## src/rtl/spike_counter_bank.sv

```systemverilog
// spike_counter_bank: per-neuron saturating spike counters over a programmable window.
//
// A start_i pulse in IDLE or DONE clears the bank and loads the window length.
// The bank then counts spike_i for exactly window_len_i cycles, after which the
// counts are frozen and valid_o is held until the next accepted start or reset.
//
// Ports:
//   clk_i          rising-edge clock
//   rst_i          synchronous active-high reset
//   start_i        one-cycle request to begin a counting window
//   window_len_i   window length in cycles (0 => immediate empty result)
//   spike_i        one spike bit per neuron per cycle
//   spike_counts_o packed counts, neuron k at [k*CNT_W +: CNT_W]
//   busy_o         high while counting
//   valid_o        high while counts hold a completed window
//   sat_o          sticky: some counter reached full scale this window
module spike_counter_bank #(
  parameter int unsigned N_NEURONS = 10,
  parameter int unsigned CNT_W     = 8,
  parameter int unsigned WIN_W     = 8
) (
  input  logic                         clk_i,
  input  logic                         rst_i,
  input  logic                         start_i,
  input  logic [WIN_W-1:0]             window_len_i,
  input  logic [N_NEURONS-1:0]         spike_i,
  output logic [N_NEURONS*CNT_W-1:0]   spike_counts_o,
  output logic                         busy_o,
  output logic                         valid_o,
  output logic                         sat_o
);

  typedef enum logic [1:0] {StIdle, StCount, StDone} state_e;

  localparam logic [CNT_W-1:0] CntMax = '1;

  state_e           state_q;
  logic [CNT_W-1:0] cnt_q [N_NEURONS];
  logic [CNT_W-1:0] cnt_d [N_NEURONS];
  logic [WIN_W-1:0] rem_q;
  logic             busy_q;
  logic             valid_q;
  logic             sat_q;
  logic             sat_hit;

  // Saturating increment; sat_hit flags any counter landing on full scale
  // (either reaching it now or being held there by another spike).
  always_comb begin
    sat_hit = 1'b0;
    for (int unsigned k = 0; k < N_NEURONS; k++) begin
      cnt_d[k] = cnt_q[k];
      if (spike_i[k]) begin
        if (cnt_q[k] != CntMax) begin
          cnt_d[k] = cnt_q[k] + CNT_W'(1);
        end
        if (cnt_d[k] == CntMax) begin
          sat_hit = 1'b1;
        end
      end
    end
  end

  always_ff @(posedge clk_i) begin
    if (rst_i) begin
      state_q <= StIdle;
      rem_q   <= '0;
      busy_q  <= 1'b0;
      valid_q <= 1'b0;
      sat_q   <= 1'b0;
      for (int unsigned k = 0; k < N_NEURONS; k++) begin
        cnt_q[k] <= '0;
      end
    end else begin
      unique case (state_q)
        StIdle, StDone: begin
          if (start_i) begin
            rem_q <= window_len_i;
            sat_q <= 1'b0;
            for (int unsigned k = 0; k < N_NEURONS; k++) begin
              cnt_q[k] <= '0;
            end
            // A zero-length window completes immediately with empty counts.
            if (window_len_i == '0) begin
              state_q <= StDone;
              busy_q  <= 1'b0;
              valid_q <= 1'b1;
            end else begin
              state_q <= StCount;
              busy_q  <= 1'b1;
              valid_q <= 1'b0;
            end
          end
        end
        StCount: begin
          // start_i is deliberately ignored: a running window cannot restart.
          for (int unsigned k = 0; k < N_NEURONS; k++) begin
            cnt_q[k] <= cnt_d[k];
          end
          sat_q <= sat_q | sat_hit;
          rem_q <= rem_q - WIN_W'(1);
          if (rem_q == WIN_W'(1)) begin
            state_q <= StDone;
            busy_q  <= 1'b0;
            valid_q <= 1'b1;
          end
        end
        default: begin
          state_q <= StIdle;
          busy_q  <= 1'b0;
          valid_q <= 1'b0;
        end
      endcase
    end
  end

  always_comb begin
    spike_counts_o = '0;
    for (int unsigned k = 0; k < N_NEURONS; k++) begin
      spike_counts_o[k*CNT_W +: CNT_W] = cnt_q[k];
    end
  end

  assign busy_o  = busy_q;
  assign valid_o = valid_q;
  assign sat_o   = sat_q;

endmodule

```

## config.mk

```make
export PLATFORM = sky130hd
export DESIGN_NAME = spike_counter_bank
export DESIGN_NICKNAME = d
export VERILOG_FILES = /design/src/rtl/spike_counter_bank.sv
export SDC_FILE = /design/constraint.sdc
export NUM_CORES = 1
export LEC_CHECK = 0
export CORE_MARGIN = 2
export CORE_UTILIZATION = 35
export CTS_CLUSTER_SIZE = 25
export DETAILED_ROUTE_END_ITERATION = 16
export PLACE_DENSITY = 0.58
export SETUP_SLACK_MARGIN = 0.1
export SYNTH_ARGS = -nofsm -noshare
export SYNTH_HDL_FRONTEND = slang
export SYNTH_SLANG_ARGS = --single-unit
export TNS_END_PERCENT = 100
```

## constraint.sdc

```tcl
create_clock -name clk_i -period 2.6 [get_ports clk_i]
set_input_delay 0.26 -clock clk_i [delete_from_list [all_inputs] [get_ports clk_i]]
set_output_delay 0.26 -clock clk_i [all_outputs]
set_load 0.1 [all_outputs]
```

==> out/results.ini, run 1 <==
[status]
status=finished clean

[logic_synthesis]
synthDistinctLibCells=66
syn_avg_cell_area_um2=9.12
yosysTopAreaCell=edfxtp_1
synth_top_area_share=0.408
syn_nets=679
synth_ff_type=edfxtp_1
synth_area_leaders=edfxtp_1, nor2_1, dfxtp_1, a21oi_1, nand2_1
synth_area_mm2=0.00589
async_flop_share=0
netlist_instances=646
yosys_warnings=0
ys_ff_latch=92
seq_area_frac_synth=0.448
synth_edf_count=80

[die]
coreArea_mm2=0.0165
die_area_mm2=0.0179
initial_utilization=0.357
die_h_um=134
pin_count=104
placementRows=47
die_w_um=134

[sta]
final_hold_viol_count=0
drv_slew=0
setup-violations-final=0
grt_setup_unrepaired=false
setup_slack_ps=299
skew_ps=10.4
fmax_ghz=0.435
period_needed_ps=2300
worst_pin_slew_ps=761
fin_crit_sh=0.885
slew_headroom=0.491

[global_route]
grt_pass1_vias=4949
use_met1=0.238
antenna_found_initial=0
grt.busiest_layer=met2
grt.total_usage=0.175
grtUsageMet3=0.0265
grt_pass1_wl_um=25400
grt-ovfl-total=0
grt_max_degree=40
grt_use_met2=0.279

[pwr]
switchingPower_mw=2.28
p_leak_nw=2.72
power_mw=5.35
ir_drop_mv=0.330
power_frac_seq=0.391
swShare=0.426
power.internal_mw=3.07
pwr-share-clk=0.260
pwr_density_cell_mw_per_mm2=734
comb_power_share=0.349

[setup_path]
cp.arrival_ps=2570
critPathKind=reg -> reg
r2r_slack_ps=300
cp-start-kind=register
critPathRequiredTime_ps=2870
critPathCaptureType=register
worstPathMaxFanout=8

[detailed_routing]
route.detailed.drc=0
drt-initial-drc-count=391
postRouteAntennaNets=0
drt-total-wl_um=15700
via_count=5361
routedWlPerCell_um=16.3
firstDrtPassIters=6
viasPerCell=5.59

[finish]
areaGrowthSynthToFinish_pct=23.7
drive_gt1_frac=0.175
post-route-util=0.441
finalInstanceArea_mm2=0.00729
nets=767
antennaDiodeCount=0

[place]
placed_area_mm2=0.00697
gp_congestion=0.904
port_buffers=103
place_ws_ps=213
dp_hpwl_um=11400

[clock_network]
cts_tree=done
hold_buffers=0
numCtsBuffers=9
h-tree-depth=3
clk_latency_ps=350
cts-root-buf=clkbuf_16
cts.sinks=92
clkTransAtPathRegs_ps=70
clk_path_buf_depth=2

[flow_run]
cap_viol_max_count=0

[worst_hold_path]
min_path_type=reg -> reg

-- critical path, cell delays in order, from the launching register on --
cell,delay [ps]
edfxtp_1,550
ha_1,340
and2_1,270
o32ai_1,300
a32oi_1,100
nor4_2,370
nor4_2,90
a41oi_1,210
-- metrics by stage --
stage,instances,setup TNS [ps],hold slack [ps]
2_1_floorplan,646,-103,359
3_3_place_gp,943,0,451
3_5_place_dp,943,0,461
4_1_cts,959,0,470
5_1_grt,959,0,481
6_report,959,0,463
-- what timing repair did --
| item | 4_1_cts | 5_1_grt |
|---|---|---|
| resized for setup | 0 | 3 |
| setup buffers | 0 | 0 |
| endpoints found under the setup margin | 0 | 1 |
-- cells in the final DEF, fill, tap and decap left out, drive strengths merged, types with 17 or more instances in the layout --
master,netlist,final
nor2,96,96
buf,10,96
edfxtp,80,80
nand2,48,48
a21oi,43,43
o21ai,38,38
nand3,35,35
a31oi,26,26
nor3,25,25
clkdlybuf4s50,0,20
nand4,17,17
and3,17,17
-- Yosys cell counts (all sizes together) (11+ instances only) --
library cell	count
ha	12
xor2	15
nand2b	11
a21oi	43
nor2	96
a31oi	26
nand3	35
dfxtp	12
and3	17
a211oi	13
clkbuf	29
o21ai	38
nand4	17
mux2i	16
xnor2	15
nor3	25
nand2	48
edfxtp	80
-- final cells by class --
class,count,area (um^2)
fill,1570,9230
multi-input combinational,509,3100
sequential,92,2640
timing repair buffer,116,946
tap,220,275
clock buffer,13,240
clock inverter,3,63.8
inverter,6,22.5
-- power groups by stage --
| stage | Sequential, mW | Combinational [mW] | Clock, mW |
|---|---|---|---|
| CTS | 2.09 | 1.87 | 1.44 |
| detailed placement | 2.12 | 1.87 | 0 |
| floorplan | 3.05 | 0.488 | 0 |
| global route | 2.13 | 1.95 | 1.49 |
| global placement | 2.11 | 1.86 | 0 |
| finish | 2.09 | 1.87 | 1.39 |
-- cell families after synthesis --
group | Yosys count | synth area share
AO/OA/AOI/OAI | 152 | 0.160
XOR/XNOR | 30 | 0.0446
adder cells (fa/ha/maj) | 12 | 0.0255
buffers and inverters | 45 | 0.0304
flip-flops | 92 | 0.448
multiplexers | 16 | 0.0272
AND/OR/NAND/NOR | 299 | 0.264
-- path summary, 6_finish.rpt --
kind | start | end | depth (start not counted)
max | cnt_q[6][1]$_SDFFCE_PN0P_ | sat_o$_SDFFE_PP0P_ | 7
min | busy_o$_SDFFE_PP0P_ | busy_o$_SDFFE_PP0P_ | 2
max reg2reg | cnt_q[6][1]$_SDFFCE_PN0P_ | sat_o$_SDFFE_PP0P_ | 7
min reg2reg | busy_o$_SDFFE_PP0P_ | busy_o$_SDFFE_PP0P_ | 2
-- registers in the layout, indices dropped and copies added, names as in the netlist --
signal / flops
state_q: 2
busy_o: 1
cnt_q: 80
sat_o: 1
rem_q: 8
-- layer usage --
metal | routed length [um] | vias up
met5 | 0 | -
met4 | 374 | 0
met3 | 642 | 27
met2 | 7490 | 143
met1 | 7150 | 2562
li1 | - | 2629
(Power assumes the default switching activity.)
==> run 2: changes to the inputs <==
--- a/config.mk
+++ b/config.mk
@@ -5,10 +5,12 @@
 export SDC_FILE = /design/constraint.sdc
 export NUM_CORES = 1
 export LEC_CHECK = 0
+export CAP_MARGIN = 20
 export CORE_MARGIN = 2
 export CORE_UTILIZATION = 35
 export CTS_CLUSTER_SIZE = 25
 export DETAILED_ROUTE_END_ITERATION = 16
+export GPL_ROUTABILITY_DRIVEN = 0
 export PLACE_DENSITY = 0.58
 export SETUP_SLACK_MARGIN = 0.1
 export SYNTH_ARGS = -nofsm -noshare
==> run 2 against run 1 <==
Against the previous run:
- critical path type unchanged
- critical path depth unchanged
- power decreased by 1.1%
- design area decreased by 0.10%
==> out/results.ini, run 2 (synthesized netlist as in run 1, its figures left out) <==
[status]
status=finished clean

[pwr]
power_mw=5.30
comb_power_share=0.351
switchingPower_mw=2.30
p_leak_nw=2.72
power.internal_mw=2.99
power_frac_seq=0.396
ir_drop_mv=0.306
pwr-share-clk=0.253
swShare=0.435
pwr_density_cell_mw_per_mm2=727

[sta]
final_hold_viol_count=0
fin_setup_tns_ps=0
slew_headroom=0.501
fin_crit_sh=0.878
worst_pin_slew_ps=746
drv_slew=0
setup-violations-final=0
period_needed_ps=2280
fmax_ghz=0.438
skew_ps=6.41
grt_setup_unrepaired=false

[setup_path]
path_buf_inv=0
crit_chain=ha_1 > and3_4 > nand3_2 > or4b_4 > a311oi_2 > nor4_2 > a41oi_1
r2r_end=sat_o$_SDFFE_PP0P_
slowest_delay_ps=540
critPathKind=reg -> reg
critPathRequiredTime_ps=2870
critPathCaptureType=register
endpoint=sat_o$_SDFFE_PP0P_
cpMaxStageDelayCell=or4b_4
worstPathMaxFanout=6
cp-start-kind=register
reg2regPathDepth=7
setup.worst_path.start=cnt_q[8][0]$_SDFFCE_PN0P_
crit_family=simple AND/OR/NAND/NOR gates
cp.arrival_ps=2550
crit_cells=7
r2r_slack_ps=320
crit-reg2reg-launch=cnt_q[8][0]$_SDFFCE_PN0P_

[clock_network]
numCtsBuffers=9
cts_tree=done
cts-resized-gates=0
cts.sinks=92
cts-root-buf=clkbuf_16
post_cts_buffers=0
h-tree-depth=3
clkTransAtPathRegs_ps=60
clk_path_buf_depth=2
clk_latency_ps=350
hold_buffers=0

[detailed_routing]
dr_wl_met2_um=7610
wl_met1_um=7140
wl_met3_um=759
postRouteAntennaNets=0
route.detailed.drc=0
firstDrtPassIters=5
dr.max_layer_used=met4
routedWlPerCell_um=16.5
via_count=5362
viasPerCell=5.59
drt-total-wl_um=15800
drt-initial-drc-count=434

[die]
coreArea_mm2=0.0165
die_h_um=134
initial_utilization=0.357
die_w_um=134
pin_count=104
die_area_mm2=0.0179
placementRows=47

[flow_run]
cap_viol_max_count=0

[finish]
antennaDiodeCount=0
finalInstanceArea_mm2=0.00728
top_register=cnt_q
post-route-util=0.441
reg.largest.list=cnt_q: 80 flops, rem_q: 8 flops, state_q: 2 flops
multiInputGateArea_mm2=0.00310
mostFrequentLayoutCell=buf_4
areaGrowthSynthToFinish_pct=23.6
fillCellCount=1592
drive_gt1_frac=0.181
register_area_mm2=0.00264
largest_reg_flops=80
stdcell_count=960
layout_common_cells=buf_4, nor2_1, edfxtp_1
nets=768

[place]
placed_area_mm2=0.00697
dp_cells=944
port_buffers=103
dp_hpwl_um=11600

[global_route]
grt-ovfl-total=0
grt_pass1_vias=4960
grt.total_usage=0.176
antenna_found_initial=0
grt_max_degree=32
grt_pass1_wl_um=25500

[worst_hold_path]
hold_depth=2
min_path_type=reg -> reg

==> run 2: cell types whose count changed in the layout (fill, tap and decap cells not counted), sizes merged <==
cell	before	now
buf	96	97
clkbuf	13	12
bufinv	2	0
inv	6	9
==> run 2: cell type report <==
cell class,count,area share
Sequential cell,92,0.363
Timing Repair Buffer,117,0.129
Multi-Input combinational cell,509,0.425
Inverter,6,0.00309
Clock inverter,4,0.00361
Clock buffer,12,0.0381
Tap cell,220,0.0378
==> run 2: how the worst min path moves through the flow <==
stage / from / to / slack [ps]
6_report: busy_o$_SDFFE_PP0P_ / busy_o$_SDFFE_PP0P_ / 460
3_5_place_dp: busy_o$_SDFFE_PP0P_ / busy_o$_SDFFE_PP0P_ / 460
3_3_place_gp: rem_q[6]$_SDFFE_PP0P_ / rem_q[6]$_SDFFE_PP0P_ / 460
2_1_floorplan: rst_i / rem_q[6]$_SDFFE_PP0P_ / 360
5_1_grt: busy_o$_SDFFE_PP0P_ / busy_o$_SDFFE_PP0P_ / 490
4_1_cts: busy_o$_SDFFE_PP0P_ / busy_o$_SDFFE_PP0P_ / 470
==> run 2: metrics by stage <==
stage | setup WS [ps] | hold slack, ps
floorplan | -103 | 359
global placement | 229 | 456
detailed placement | 223 | 461
CTS | 206 | 470
global route | 136 | 490
finish | 317 | 464
==> run 2: power by group through the flow <==
| stage | combinational (mW) | clock, mW | sequential (mW) |
|---|---|---|---|
| 2_1_floorplan | 0.488 | 0 | 3.05 |
| 3_3_place_gp | 1.85 | 0 | 2.11 |
| 3_5_place_dp | 1.86 | 0 | 2.12 |
| 4_1_cts | 1.87 | 1.38 | 2.09 |
| 5_1_grt | 1.95 | 1.43 | 2.14 |
| 6_report | 1.86 | 1.34 | 2.10 |
==> run 2: metal layers <==
| metal | track usage | vias up |
|---|---|---|
| li1 | - | 2630 |
| met1 | 0.236 | 2570 |
| met2 | 0.285 | 141 |
| met3 | 0.0291 | 21 |
| met4 | 0.0680 | 0 |
| met5 | 0 | - |
==> run 2: worst reg2reg max path, stage by stage (launching register included) <==
cell      delay (ps)
edfxtp_1         480
ha_1             290
and3_4           230
nand3_2          100
or4b_4           540
a311oi_2         280
nor4_2           100
a41oi_1          200
==> RTL edit 1, RTL diff (settings of run 1) <==
`WIN_W`: 8 -> 7.
--- a/src/rtl/spike_counter_bank.sv
+++ b/src/rtl/spike_counter_bank.sv
@@ -19,3 +19,3 @@
   parameter int unsigned CNT_W     = 8,
-  parameter int unsigned WIN_W     = 8
+  parameter int unsigned WIN_W     = 7
 ) (
Interface: changed (resized window_len_i); port bits go from 104 to 103. The function was not compared with the original's and may differ.
==> RTL edit 1 against run 1 <==
- first-iteration DRC count fell by 21%
- synthesized area fell by 0.66%
- sequential cell count fell by 1
- power fell by 3.0%
- cell area rose by 0.57%
- routed wire length barely moved
- clock skew fell by 0.0037 ns
- worst setup slack got worse by 0.076 ns
==> RTL edit 1: results (changes against run 1) <==
[status]
outcome=completed  ; unchanged

[synth]
synthXorXnorAreaFrac_pct=3.44  ; was 4.46%
synth_edf_count=80  ; unchanged
syn-num-nets=660  ; was 679
synthDistinctLibCells=71  ; was 66
synthMuxAreaShare_pct=2.78  ; was 2.72%
synth_commonest_cells=nor2_1, edfxtp_1, nand2_1  ; unchanged
synth_warnings=0  ; unchanged
syn_inst=628  ; was 646
synth_adder_area_share_pct=2.56  ; was 2.55%
synth_area_leaders=edfxtp_1, nor2_1, a31oi_1  ; was edfxtp_1, nor2_1, dfxtp_1
synthArstFlopShare_pct=0  ; unchanged
yosysSeqAreaShare_pct=44.8  ; about the same
synth_compound_area_share_pct=19.7  ; was 16.0%

[routing]
first_pass_iters=5  ; was 6
vias=5396  ; was 5,361
routed_wl_um=15700  ; about the same
drt_iter0_drc=309  ; was 391

[critical_path]
crit_arrival_ns=2.57  ; about the same
crit_slowest_cell=nor4_1  ; was edfxtp_1
cpPeakStageDelay_ns=0.61  ; was 0.55 ns
worstPathMaxFanout=12  ; was 8
ff2ff_setup_slack_ns=0.22  ; was 0.30 ns
cp_top_family=simple AND/OR/NAND/NOR gates  ; unchanged

[timing]
period_needed_ns=2.38  ; was 2.30 ns
holdWs_ns=0.485  ; was 0.463 ns
clock_skew_ns=0.00669  ; was 0.0104 ns
max-slew-margin-rel_pct=53.8  ; was 49.1%

[clocking]
postCtsHoldBufs=0  ; unchanged
clock_path_buffers=2  ; unchanged
h-tree-depth=3  ; unchanged
cts-resized-gates=0  ; unchanged
clkTransAtPathRegs_ns=0.07  ; about the same

[global_route]
grt_pass1_wl_um=24800  ; was 25,400 um
grt_pass1_vias=4861  ; was 4,949
grt_max_degree=45  ; was 40
grt_use_total_pct=17.2  ; was 17.5%

[finish]
nets=756  ; was 767
layout-drive-gt1-share_pct=20.2  ; was 17.5%
antenna_cells=0  ; unchanged
utilization_pct=44.5  ; was 44.1%
final_cell_count_no_fill=949  ; was 959
fill_cells=1584  ; was 1,570
reg_top3=cnt_q (80), rem_q (7), state_q (2)  ; was cnt_q (80), rem_q (8), state_q (2)

[power]
p_leak_nw=2.69  ; was 2.72 nW
switching_power_mw=2.31  ; was 2.28 mW
vdd_ir_drop_max_v=0.000290  ; was 0.000330 V

[placed_design]
post-place-cells=933  ; was 943
port_buffers=102  ; was 103
place.gp.congestion=0.889  ; was 0.904
dpl-instance-area_um2=7050  ; was 6970 um^2
pre_cts_ws_ns=0.299  ; was 0.213 ns
hpwlAfterDp_um=11200  ; was 11,400 um

==> RTL edit 1: cell types whose count changed after synthesis, sizes merged, moves of 5 or more <==
cell,run 1,this run
a21oi,43,35
o21ai,38,33
clkbuf,29,22
nor3,25,20
nor2,96,91
nand4,17,11
inv,6,15
o211ai,1,8
nand3,35,24
and2,5,10
a31oi,26,36
xor2,15,6
==> RTL edit 1: path summary, 6_finish.rpt <==
kind,start,to,cells past startpoint
hold reg to reg,rem_q[3],rem_q[3],2
hold / removal,rem_q[3],rem_q[3],2
setup / recovery,cnt_q[3][0],sat_o,6
setup reg to reg,cnt_q[3][0],sat_o,6
==> RTL edit 1: worst min-delay path, cell delays in order, from the launching register on <==
cell and delay, ns:
dfxtp_1 0.32, nand2_1 0.05, o21ai_0 0.06
==> RTL edit 1: cell type report <==
| class | count | area share, % |
|---|---|---|
| multi-input combinational | 490 | 43.1 |
| clock inverter | 7 | 0.717 |
| timing repair buffer | 117 | 12.8 |
| sequential | 91 | 35.8 |
| inverter | 15 | 0.768 |
| clock buffer | 9 | 3.07 |
| tap | 220 | 3.75 |
==> RTL edit 1: layer usage <==
| metal | vias to the layer above | routed length, um | share of wire (%) | global-route usage, % |
|---|---|---|---|---|
| li1 | 2610 | - | - | - |
| met1 | 2593 | 7110 | 45 | 23.2 |
| met2 | 171 | 7640 | 49 | 28.5 |
| met3 | 22 | 604 | 3.9 | 2.13 |
| met4 | 0 | 294 | 1.9 | 6.44 |
| met5 | - | 0 | 0 | 0 |
==> RTL edit 1: power groups by stage <==
stage	clock, mW	combinational [mW]	sequential (mW)
CTS	1.27	1.89	2.07
detailed placement	0	1.88	2.10
finish	1.23	1.88	2.08
global placement	0	1.87	2.09
floorplan	0	0.486	3.04
global route	1.33	1.97	2.11
==> RTL edit 2, RTL diff (settings of run 1) <==
Without the edit above. The 3 states of `state_e` get a one-hot encoding in 3 bits.
--- a/src/rtl/spike_counter_bank.sv
+++ b/src/rtl/spike_counter_bank.sv
@@ -32,3 +32,3 @@
 
-  typedef enum logic [1:0] {StIdle, StCount, StDone} state_e;
+  typedef enum logic [2:0] {StIdle = 3'b001, StCount = 3'b010, StDone = 3'b100} state_e;
 
Check against the original RTL: same outputs for any inputs over 4 cycles, from zero or initial values and one cycle with rst_i high; so few cycles prove little.
==> RTL edit 2 against run 1 <==
- sequential cell count rose by 1
- cell area is 0.34% higher
- routed wire length grew 1.9%
- critical path depth is 1 higher
- synthesized area grew 0.68%
- power shrank 16%
- cell count shrank 0.31%
- worst setup slack lost 0.016 ns
- critical path type unchanged
- critical endpoint unchanged
==> RTL edit 2: results (changes against run 1) <==
[critical_path]
r2r_cells=8  ; was 7
timing.rr.start=cnt_q[3][0]  ; was cnt_q[6][1]
cp_top_family=compound AO/OA/AOI/OAI gates  ; was simple AND/OR/NAND/NOR gates
ff2ff_setup_slack_ns=0.28  ; was 0.30 ns
rr_endpoint=sat_o  ; unchanged
cpPeakStageDelay_ns=0.45  ; was 0.55 ns
worstPathMaxFanout=6  ; was 8
crit_arrival_ns=2.56  ; was 2.57 ns

[finish]
antenna_cells=0  ; unchanged
fill_cells=1609  ; was 1,570
reg_top3=cnt_q (80), rem_q (8), state_q (3)  ; was cnt_q (80), rem_q (8), state_q (2)
layout-drive-gt1-share_pct=18.1  ; was 17.5%
nets=764  ; was 767

[placed_design]
pre_cts_ws_ns=0.208  ; was 0.213 ns
post-place-cells=940  ; was 943
dpl-instance-area_um2=7020  ; was 6970 um^2
place.gp.congestion=0.857  ; was 0.904
hpwlAfterDp_um=11500  ; was 11,400 um
port_buffers=103  ; unchanged

[hold_path]
worstHoldPathCells=2  ; unchanged
min_from=busy_o  ; unchanged

[global_route]
antenna_found_initial=0  ; unchanged
grt_pass1_vias=5018  ; was 4,949
met1_usage_pct=24.3  ; was 23.8%
grt_pass1_wl_um=25700  ; was 25,400 um
use_met2_pct=27.9  ; about the same
grt_max_degree=41  ; was 40
met3_usage_pct=2.99  ; was 2.65%
grt_use_total_pct=17.7  ; was 17.5%

[power]
vdd_ir_drop_max_v=0.000347  ; was 0.000330 V
p_leak_nw=2.74  ; was 2.72 nW

[timing]
max-slew-margin-rel_pct=51.5  ; was 49.1%
holdWs_ns=0.462  ; was 0.463 ns
clock_skew_ns=0.00635  ; was 0.0104 ns

[synth]
synth_warnings=0  ; unchanged
yosysSeqAreaShare_pct=44.9  ; was 44.8%
synthArstFlopShare_pct=0  ; unchanged
synth_flop_cell=edfxtp_1  ; unchanged
synth_area_leaders=edfxtp_1, nor2_1, dfxtp_1  ; unchanged
syn-num-nets=674  ; was 679
synth_commonest_cells=nor2_1, edfxtp_1, nand2_1  ; unchanged
synthDistinctLibCells=76  ; was 66
syn_inst=641  ; was 646

[routing]
first_pass_iters=5  ; was 6
wirelength_met1_um=7330  ; was 7150 um
maxUsedRoutingLayer=met4  ; unchanged
avgRoutedWirePerCell_um=16.7  ; was 16.3 um
vias=5461  ; was 5,361
met2_wirelength_um=7540  ; was 7490 um
wl_met3_um=823  ; was 642 um
routed_wl_um=15900  ; was 15,700 um
drt_iter0_drc=311  ; was 391

[status]
outcome=completed  ; unchanged

[clocking]
clock_path_buffers=2  ; unchanged
cts_root_buf=clkbuf_16  ; unchanged
clkTransAtPathRegs_ns=0.07  ; about the same

RTL edit 2: changes by cell type in the layout (fill, tap and decap cells not counted), moves of 5 or more:
cell             run 1  this run
o211ai_1             1         6
and2_1               4        10
o211a_1              0         5
mux2i_1             16         9
nand3_1             34        25
RTL edit 2: worst max path at each step:
stage	slack (ns)	from	end
6_report	0.28	cnt_q[3][0]	sat_o
5_1_grt	0.12	cnt_q[3][0]	sat_o
4_1_cts	0.24	cnt_q[4][0]	sat_o
3_5_place_dp	0.21	start_i	cnt_q[1][3]
3_3_place_gp	0.31	start_i	cnt_q[0][0]
2_1_floorplan	-0.04	cnt_q[0][0]	sat_o
RTL edit 2: cells by family after synthesis:
| group | after synthesis | synth area share, % |
|---|---|---|
| flops | 93 | 44.9 |
| mux | 10 | 1.71 |
| compound gates | 167 | 18.3 |
| simple gates | 289 | 25.6 |
| fa+ha+maj | 12 | 2.53 |
| xor+xnor | 26 | 3.84 |
| buf+inv | 44 | 3.16 |
RTL edit 2: worst min-delay path: stages (launching register included):
cell	delay, ns
dfxtp_1	0.31
nand2_1	0.05
a21oi_1	0.05
RTL edit 2: report_power, final:
part	switching, mW	internal, mW	leakage [nW]	total [mW]
registers	0.198	1.74	0.975	1.94
logic	0.944	0.286	1.63	1.23
clock network	0.580	0.739	0.136	1.32
RTL edit 2: repair_timing:
| action | in CTS | in global routing |
|---|---|---|
| hold buffers | 0 | 0 |
| endpoints found under the setup margin | 0 | 1 |
| setup buffers | 0 | 0 |
| resized for setup | 0 | 1 |
| hold endpoints to repair | 0 | 0 |
RTL edit 2: layout make-up:
cell class,count,area [um^2],area share (%)
tap,220,275,3.76
multi-input combinational,504,3120,42.7
inverter,10,37.5,0.513
timing repair buffer,113,923,12.6
sequential,93,2660,36.4
clock buffer,9,225,3.08
clock inverter,7,66.3,0.906
